File: src/rtl/alu_operand_fetch.sv
// Operand-fetch stage ahead of the ALU: decodes {opcode, rd, rs1, rs2}, reads the
// register file with write-back bypass, and holds one registered operand bundle
// toward the ALU behind a valid/ready handshake. A per-register pending scoreboard
// blocks issue while any referenced register still awaits its write-back.
`timescale 1ns/1ps

module alu_operand_fetch #(
  parameter int unsigned WIDTH  = 32,
  parameter int unsigned op     = 2,
  parameter int unsigned ADDR_W = 3
) (
  input  logic                      clk,
  input  logic                      rst,
  input  logic                      in_valid,
  output logic                      in_ready,
  input  logic [op+3*ADDR_W-1:0]    in_instr,
  output logic                      out_valid,
  input  logic                      out_ready,
  output logic [op-1:0]             opcode,
  output logic [WIDTH-1:0]          op1,
  output logic [WIDTH-1:0]          op2,
  output logic [ADDR_W-1:0]         out_rd,
  input  logic                      wb_en,
  input  logic [ADDR_W-1:0]         wb_addr,
  input  logic [WIDTH-1:0]          wb_data,
  output logic                      busy
);

  localparam int unsigned INSTR_W = op + 3*ADDR_W;
  localparam int unsigned NREG    = 2**ADDR_W;

  logic [op-1:0]     dec_opc;
  logic [ADDR_W-1:0] dec_rd;
  logic [ADDR_W-1:0] dec_rs1;
  logic [ADDR_W-1:0] dec_rs2;

  logic [WIDTH-1:0]  regs_q [NREG];
  logic [NREG-1:0]   pending_q, pending_d;
  logic              busy_q, busy_d;
  logic              out_valid_q, out_valid_d;
  logic [op-1:0]     opcode_q, opcode_d;
  logic [WIDTH-1:0]  op1_q, op1_d;
  logic [WIDTH-1:0]  op2_q, op2_d;
  logic [ADDR_W-1:0] out_rd_q, out_rd_d;

  logic [WIDTH-1:0]  rs1_val, rs2_val;
  logic              wb_nz;
  logic              rel_rs1, rel_rs2, rel_rd;
  logic              hazard;
  logic              accept;

  assign dec_rs2 = in_instr[ADDR_W-1:0];
  assign dec_rs1 = in_instr[2*ADDR_W-1:ADDR_W];
  assign dec_rd  = in_instr[3*ADDR_W-1:2*ADDR_W];
  assign dec_opc = in_instr[INSTR_W-1:3*ADDR_W];

  assign wb_nz   = wb_en && (wb_addr != '0);

  // Source reads: R0 is zero, a same-cycle write-back is forwarded.
  always_comb begin
    rs1_val = regs_q[dec_rs1];
    rs2_val = regs_q[dec_rs2];
    if (wb_en && (wb_addr == dec_rs1)) rs1_val = wb_data;
    if (wb_en && (wb_addr == dec_rs2)) rs2_val = wb_data;
    if (dec_rs1 == '0) rs1_val = '0;
    if (dec_rs2 == '0) rs2_val = '0;
  end

  // Hazard: a referenced register is pending and not being released this cycle.
  always_comb begin
    rel_rs1  = wb_en && (wb_addr == dec_rs1);
    rel_rs2  = wb_en && (wb_addr == dec_rs2);
    rel_rd   = wb_en && (wb_addr == dec_rd);
    hazard   = (pending_q[dec_rs1] && !rel_rs1)
            || (pending_q[dec_rs2] && !rel_rs2)
            || (pending_q[dec_rd]  && !rel_rd);
    in_ready = (!out_valid_q || out_ready) && !hazard;
    accept   = in_valid && in_ready;
  end

  // Next state for the output slot and the scoreboard.
  always_comb begin
    out_valid_d = out_valid_q;
    opcode_d    = opcode_q;
    op1_d       = op1_q;
    op2_d       = op2_q;
    out_rd_d    = out_rd_q;
    pending_d   = pending_q;
    if (accept) begin
      out_valid_d = 1'b1;
      opcode_d    = dec_opc;
      op1_d       = rs1_val;
      op2_d       = rs2_val;
      out_rd_d    = dec_rd;
    end else if (out_ready) begin
      out_valid_d = 1'b0;
    end
    // Clear first so a same-cycle set on the same register wins.
    if (wb_nz) pending_d[wb_addr] = 1'b0;
    if (accept && (dec_rd != '0)) pending_d[dec_rd] = 1'b1;
    pending_d[0] = 1'b0;
    busy_d       = |pending_d;
  end

  // Output slot and scoreboard registers.
  always_ff @(posedge clk) begin
    if (rst) begin
      out_valid_q <= 1'b0;
      opcode_q    <= '0;
      op1_q       <= '0;
      op2_q       <= '0;
      out_rd_q    <= '0;
      pending_q   <= '0;
      busy_q      <= 1'b0;
    end else begin
      out_valid_q <= out_valid_d;
      opcode_q    <= opcode_d;
      op1_q       <= op1_d;
      op2_q       <= op2_d;
      out_rd_q    <= out_rd_d;
      pending_q   <= pending_d;
      busy_q      <= busy_d;
    end
  end

  // Register file; R0 is never written and stays zero.
  always_ff @(posedge clk) begin
    if (rst) begin
      for (int i = 0; i < int'(NREG); i++) regs_q[i] <= '0;
    end else if (wb_nz) begin
      regs_q[wb_addr] <= wb_data;
    end
  end

  assign out_valid = out_valid_q;
  assign opcode    = opcode_q;
  assign op1       = op1_q;
  assign op2       = op2_q;
  assign out_rd    = out_rd_q;
  assign busy      = busy_q;

endmodule

File: config.mk
export PLATFORM = sky130hd
export DESIGN_NAME = alu_operand_fetch
export DESIGN_NICKNAME = d
export VERILOG_FILES = /design/src/rtl/alu_operand_fetch.sv
export SDC_FILE = /design/constraint.sdc
export NUM_CORES = 1
export LEC_CHECK = 0
export ABC_AREA = 1
export ABC_CLOCK_PERIOD_IN_PS = 2700
export BUFFER_PORTS_ARGS = -buffer_cell sky130_fd_sc_hd__buf_4
export CAP_MARGIN = 20
export CORE_ASPECT_RATIO = 0.5
export CORE_MARGIN = 4
export CORE_UTILIZATION = 25
export DETAILED_ROUTE_END_ITERATION = 8
export PLACE_DENSITY_LB_ADDON = 0.12
export RECOVER_POWER = 100
export SYNTH_ARGS = -nofsm -noshare
export SYNTH_HDL_FRONTEND = slang
export SYNTH_SLANG_ARGS = --single-unit
export TNS_END_PERCENT = 20
File: constraint.sdc
create_clock -name clk -period 2.7 [get_ports clk]
set_input_delay 0.27 -clock clk [delete_from_list [all_inputs] [get_ports clk]]
set_output_delay 0.27 -clock clk [all_outputs]
set_load 0.01 [all_outputs]
After elaboration in Yosys (flattened, before gate mapping) --
Memory sizes are Yosys's and may differ from the RTL's. Cells that the tools add are included.
Word-level totals: flip-flop bits (word level) 79, memory bits (writable) 256, bits of input ports 51, output and inout port bits 72, logic and storage cells 74, memories kept 1
Memories:
- regs_q | depth 8, width 32, read ports 2, clocked after memory_dff 0, wr ports 8, RTL line 37 | logic [WIDTH-1:0] regs_q [NREG];
Operators by class: order comparisons 6, equal/unequal tests 3, muxes and demuxes 26, bitwise operators 3, reductions and logical operators 27
Operators with widths (number):
- two-way mux 32 bit | 5
- OR reduction 32 bit | 1
- < comparator 3 x 4 -> 1 bit (second input constant) | 4
- two-way mux 8 bit | 2
- two-way mux 1 bit | 13
- logical AND 1 bit | 12
- binary-select mux 1 bit (select 3 bit) | 3
- equality test 3 bit | 3
- AND 8 bit | 1
- inverter 8 bit | 1
- OR 8 bit | 1
- OR reduction 7 bit | 1
- demux 1 bit (select 3 bit) | 2
- greater-or-equal comparator 3 x 1 -> 1 bit (second input constant) | 2
- zero test 3 bit | 2
- nonzero test 3 bit | 2
- zero test 1 bit | 5
- logical OR 1 bit | 3
- two-way mux 3 bit | 1
- nonzero test 2 bit | 1

Logic depth before layout (Yosys ltp) --
Gate-level depths: netlist of the first run.
depth after elaboration 12, depth in mapped cells 17, mapped depth without buffers 16

Worst setup path before layout of the first run --
No wires, ideal clock.
path type input to register, from in rst, to mem regs_q[1][0], enable pin, setup time 478 ps, arrival 1660 ps, data required time 2222 ps, slack 562 ps, stages on the path 5, buffers on the path 3, cell sequence clkbuf_1 -> inv_1 -> clkbuf_1 -> clkbuf_1 -> nand2_1
RTL lines:
- start, declared | RTL line 13 | input logic rst,
- end, declared | RTL line 37

==> flow_metrics.env, run 1 <==
export IMPL_peakVddDrop_v=0.000356
export IMPL_yosysUniqueCellTypes=29
export IMPL_die_w_um=353
export IMPL_hold_class="input port to flop"
export IMPL_hold_viol=0
export IMPL_period_share_pct=82.4
export IMPL_drv_slew=0
export IMPL_route_detailed_drc=0
export IMPL_clock_insertion_delay_worst_skew_ns=0.54
export IMPL_dp_hpwl_mm=39.3
export IMPL_power_mw=12.0
export IMPL_drt_wl_total_mm=63.3
export IMPL_fin_ws_ns=0.474
export IMPL_htreeDepth=2
export IMPL_synth_nets=1773
export IMPL_seq_area_um2=8290
export IMPL_dr_wl_met2_mm=26.5
export IMPL_wl_met3_mm=3.79
export IMPL_cts_resized_gates=0
export IMPL_cts_tree="done"
export IMPL_cp_start_kind="input port"
export IMPL_fillers=6152
export IMPL_final_setup_viol_count=0
export IMPL_p_leak_nw=6.59
export IMPL_synth_compound_area_share_pct=19.8
export IMPL_cts_buffer_depth=3
export IMPL_fin_hold_ws_ns=0.0637
export IMPL_clk_pin_slew_ns=0.06
export IMPL_post_drt_wl_per_cell_um=24.2
export IMPL_nets=1867
export IMPL_slew_headroom_pct=4.36
export IMPL_syn_area_per_cell_um2=8.62
export IMPL_yosys_area_share_simple_pct=18.3
export IMPL_tns_ns=0
export IMPL_crit_type="input port to flop"
export IMPL_cts_sinks=302
export IMPL_power_density_nw_per_um2=680
export IMPL_synth_cells=1722
export IMPL_timing_final_crit_period_ns=2.23
export IMPL_grt_total_usage_pct=19.3
export IMPL_cp_max_fo=15
export IMPL_tightest_slew_ns=1.43
export IMPL_row_count=62
export IMPL_crit_path_end_kind="flop"
export IMPL_ios=123
export IMPL_worst_ep_arrival_time_ns=2.39
export IMPL_die_h_um=180
export IMPL_start_util_pct=25.6
export IMPL_finClkSkew_ns=0.0195
export IMPL_fmax_ghz=0.449
export IMPL_drt_initial_drc_count=1463
export IMPL_synthMuxAreaShare_pct=0
export IMPL_final_common_cell="nor2_1"
export IMPL_io_buffers=122
export IMPL_dieArea_um2=63600
export IMPL_syn2layout_area_growth_pct=18.4
export IMPL_rsz0062_at_grt="false"
export IMPL_seq_area_frac_synth_pct=55.8
export IMPL_run_status="completed"
export IMPL_final_core_util_pct=30.3
export IMPL_synthArstFlopShare_pct=0
export IMPL_pre_cts_ws_ns=0.352
export IMPL_synth_ff_type="edfxtp_1"
export IMPL_core_area_um2=58000
export IMPL_multiInputGateArea_um2=5670
export IMPL_synthesis_area_um2=14800
export IMPL_topRoutingLayerUsed="met4"
export IMPL_gp_congestion=0.786
export IMPL_cts_root_buf="clkbuf_16"
export IMPL_synth_xor_area_share_pct=0
export IMPL_grt_pass1_vias=12900
export IMPL_met1Wirelength_mm=32.2
export IMPL_yosys_register_bits=302
export IMPL_critPathRequiredTime_ns=2.87
export IMPL_cts_buffers=35
export IMPL_synth_edff_count=224
export IMPL_drive_gt1_share_pct=9.99
export IMPL_firstDrtPassIters=5
export IMPL_layout_common_cells="352 x nor2_1, 257 x nand2_1, 224 x edfxtp_1"
export IMPL_via_per_inst=5.20
export IMPL_ant_nets=0
export IMPL_grt_max_degree=78
export IMPL_antenna_found_initial=0
export IMPL_vias=13600
export IMPL_cts_setup_buffers=0
export IMPL_synth_adder_area_share_pct=0
export IMPL_grt_pass1_wl_mm=92.2
export IMPL_grt_overflow=0
export IMPL_maxCapViolCount=0
export IMPL_synth_warnings=0
export IMPL_synth_top_family_by_area="compound AO/OA/AOI/OAI gates"
==> metal layers <==
layer / track usage [%] / vias to the layer above
li1: - / 6221
met1: 30.4 / 6804
met2: 27.9 / 472
met3: 2.81 / 72
met4: 3.39 / 0
met5: 0 / -
==> worst max-delay path, cell delays in order <==
cell and delay [ns]:
clkbuf_1 0.24, nand2_1 0.18, nor2_1 0.23, inv_1 0.08, nand2_1 0.74, clkbuf_2 0.61
==> power by group <==
group	switching (mW)	internal [mW]	total, mW	leakage (nW)
Sequential	0.193	5.33	5.53	2.81
Combinational	1.23	0.518	1.74	3.25
Clock	2.07	2.61	4.68	0.534
==> through the flow <==
stage | instance area [µm²] | cells
after floorplan | 14800 | 1722
after global placement | 16900 | 2544
after detailed placement | 16900 | 2544
after CTS | 18000 | 2609
after global routing | 17600 | 2610
final | 17600 | 2611
==> sequential cells by signal (all words and copies together) (netlist names) <==
signal,cells
busy,1
op1,32
op2,32
opcode,2
out_rd,3
out_valid,1
pending_q,7
regs_q,224
==> layout make-up <==
cell class	instances	share of cell area, %
multi-input combinational	1194	32.2
timing repair buffer	190	6.98
clock buffer	47	5.47
clock inverter	16	0.669
antenna	1	0.0142
tap	768	5.47
sequential	302	47.2
inverter	93	2.00
==> timing repair <==
action,CTS,global route
hold buffers,2,0
setup endpoints to repair,0,0
endpoints found under the hold margin,2,0
==> kinds of logic after synthesis <==
kind of cell           count (synthesis)
and+or+nand+nor                      692
AOI/OAI and AO/OA                    502
DFF                                  302
buffers and inverters                226
==> cells in the mapped netlist, types with 2 or more instances <==
cell      count  area (µm²)
o211ai_1     38         285
nor2_1      354        1330
clkbuf_1     85         319
or2_2         2        12.5
nand2_2       2        12.5
a211oi_1     40         300
buf_1        20        75.1
buf_2        22         110
o221ai_1     41         359
inv_1        81         304
nand2_1     261         980
o32ai_1       2        17.5
nor3_1        5        25.0
o21ai_0     147         736
nand4_1       5        31.3
o21ai_1      34         170
nand3_1      61         305
clkinv_1      3        11.3
a21oi_1     154         771
inv_2         8        30.0
o22ai_1      45         282
dfxtp_1      78        1560
buf_4         5        37.5
edfxtp_1    224        6730
==> final timing paths <==
check                                  start             to  slack (ns)  cells after the start
worst max-delay path              wb_addr[0]  regs_q[7][25]        0.47                      6
worst min register to register     out_rd[0]      out_rd[0]        0.47                      2
worst max register to register  pending_q[4]        op2[15]        0.57                     15
worst min-delay path             wb_data[15]        op1[15]        0.06                      3
No activity file was read; power rests on OpenSTA's default activity.
==> run 2: changes to the inputs <==
--- a/config.mk
+++ b/config.mk
@@ -6,7 +6,7 @@
 export NUM_CORES = 1
 export LEC_CHECK = 0
 export ABC_AREA = 1
-export ABC_CLOCK_PERIOD_IN_PS = 2700
+export ABC_CLOCK_PERIOD_IN_PS = 1800
 export BUFFER_PORTS_ARGS = -buffer_cell sky130_fd_sc_hd__buf_4
 export CAP_MARGIN = 20
 export CORE_ASPECT_RATIO = 0.5
==> constraint.sdc (replaced) <==
create_clock -name clk -period 1.8 [get_ports clk]
set_input_delay 0.18 -clock clk [delete_from_list [all_inputs] [get_ports clk]]
set_output_delay 0.18 -clock clk [all_outputs]
set_load 0.01 [all_outputs]
==> run 2 against run 1 <==
Clock power up 54%. Cell count up 5.7%. The run now ends with negative setup slack left. Core utilization up 4.2 points. Design area up 14%. Highest routed layer unchanged. Global-route usage up 0.70 points.
==> flow_metrics.env, run 2 (synthesized netlist as in run 1, its figures left out) <==
export IMPL_tns_ns=-0.492
export IMPL_ant_nets=0
export IMPL_drt_initial_drc_count=1658
export IMPL_drt_wl_total_mm=66.1
export IMPL_antenna_found_initial=0
export IMPL_violations="negative setup slack"
export IMPL_drv_slew=0
export IMPL_cp_cell_sequence="inv_2 > nand2_1 > nand2_1 > nand2_1 > nand2_1 > nand2_1 > nand3_2 > nand2_2 > nor2_4 > buf_6 > buf_6"
export IMPL_final_common_cell="nor2_1"
export IMPL_peakVddDrop_v=0.000593
export IMPL_htreeDepth=1
export IMPL_slew_headroom_pct=26.8
export IMPL_clock_insertion_delay_worst_skew_ns=0.60
export IMPL_period_share_pct=104
export IMPL_run_status="finished with violations"
export IMPL_largest_register="regs_q"
export IMPL_cts_root_buf="clkbuf_16"
export IMPL_grt_pass1_vias=13500
export IMPL_vias=14100
export IMPL_final_cell_area_um2=20000
export IMPL_nets=2017
export IMPL_core_area_um2=58000
export IMPL_crit_slowest_cell="dfxtp_2"
export IMPL_finClkSkew_ns=0.0276
export IMPL_die_h_um=180
export IMPL_crit_type="flop to output port"
export IMPL_clk_pin_slew_ns=0.07
export IMPL_layout_common_cells="340 x nor2_1, 249 x nand2_1, 246 x buf_4"
export IMPL_cts_buffers=31
export IMPL_cp_start_kind="flop"
export IMPL_tightest_slew_ns=1.10
export IMPL_maxCapViolCount=0
export IMPL_hold_viol=0
export IMPL_final_setup_viol_count=22
export IMPL_post_drt_wl_per_cell_um=24.0
export IMPL_p_leak_nw=7.93
export IMPL_timing_final_crit_period_ns=1.87
export IMPL_cts_tree="done"
export IMPL_grt_pass1_wl_mm=95.3
export IMPL_start_util_pct=25.6
export IMPL_critPathRequiredTime_ns=1.62
export IMPL_cp_max_fo=3
export IMPL_rrSetupSlack_ns=-0.06
export IMPL_firstDrtPassIters=5
export IMPL_cts_buffer_depth=3
export IMPL_die_w_um=353
export IMPL_power_density_nw_per_um2=947
export IMPL_row_count=62
export IMPL_dpl_instance_area_um2=18200
export IMPL_dieArea_um2=63600
export IMPL_fin_ws_ns=-0.0725
export IMPL_ios=123
export IMPL_cts_sinks=302
export IMPL_antenna_cells=0
export IMPL_drive_gt1_share_pct=23.1
export IMPL_worst_ep_arrival_time_ns=1.69
export IMPL_grt_max_degree=60
export IMPL_final_core_util_pct=34.5
export IMPL_gp_congestion=0.818
export IMPL_largest_reg_flops=224
export IMPL_rsz0062_at_grt="true"
export IMPL_io_buffers=122
export IMPL_dp_hpwl_mm=45.0
export IMPL_fmax_ghz=0.534
export IMPL_syn2layout_area_growth_pct=35.0
export IMPL_crit_path_frequent_cell="nand2_1"
export IMPL_max_stage_delay_ns=0.34
export IMPL_power_mw=19.0
export IMPL_via_per_inst=5.10
export IMPL_hold_class="input port to flop"
export IMPL_fin_hold_ws_ns=0.00120
export IMPL_grt_overflow=0
export IMPL_grt_total_usage_pct=20.0
export IMPL_route_detailed_drc=0
export IMPL_crit_path_end_kind="output port"
## run 2: cell count changes in the layout (fill, tap and decap cells not counted), sizes merged
| cell | change |
|---|---|
| buf | +209 |
| bufinv | +5 |
| clkbuf | -86 |
| clkinv | -6 |
| clkinvlp | +2 |
| diode | -1 |
| dlygate4sd3 | +27 |
| inv | -2 |
## run 2: worst paths after layout
check                                  start   endpoint  cells after the start
worst max-delay path            pending_q[4]   in_ready                     11
worst min-delay path             wb_data[25]    op2[25]                      3
worst max register to register  pending_q[4]    op1[12]                     15
worst min register to register     out_rd[0]  out_rd[0]                      2
## run 2: cell type report
class	instances	area, µm²
clock inverters	15	229
flip-flops and latches	302	8300
clock buffers	43	880
multi-input cells	1194	5930
inverters	93	362
repair buffers	344	3370
fillers	6018	38000
well taps	768	961
## run 2: through the flow
stage / worst slack, ns / instances
2_1_floorplan: -0.248 / 1722
3_3_place_gp: -0.491 / 2666
3_5_place_dp: -0.470 / 2666
4_1_cts: -0.134 / 2755
5_1_grt: -0.182 / 2759
6_report: -0.0725 / 2759
## run 2: repair_timing
item / in CTS / in global routing
cloned: 0 / 4
buffers inserted: 2 / 0
endpoints found under the hold margin: 62 / 0
pin swaps: 3 / 9
resized for setup: 11 / 88
setup endpoints to repair: 2 / 73
hold buffers: 29 / 0
## run 2: routing by layer
layer	track usage (%)	part of all wire (%)	vias up
met4	2.59	1.1	0
met1	32.4	52	6979
met3	3.37	7.0	56
li1	-	-	6531
met2	27.9	40	501
met5	0	0	-
## run 2: where the power goes
part,total [mW],switching (mW),internal [mW]
sequential,8.30,0.315,7.98
combinational,3.45,2.08,1.37
clock,7.23,2.97,4.26
## run 2: worst max-delay path, delay by kind of cell, from the launching register on
family | cells | cell delay [ns]
and+or+nand+nor | 8 | 0.52
DFF | 1 | 0.34
buffers and inverters | 3 | 0.25
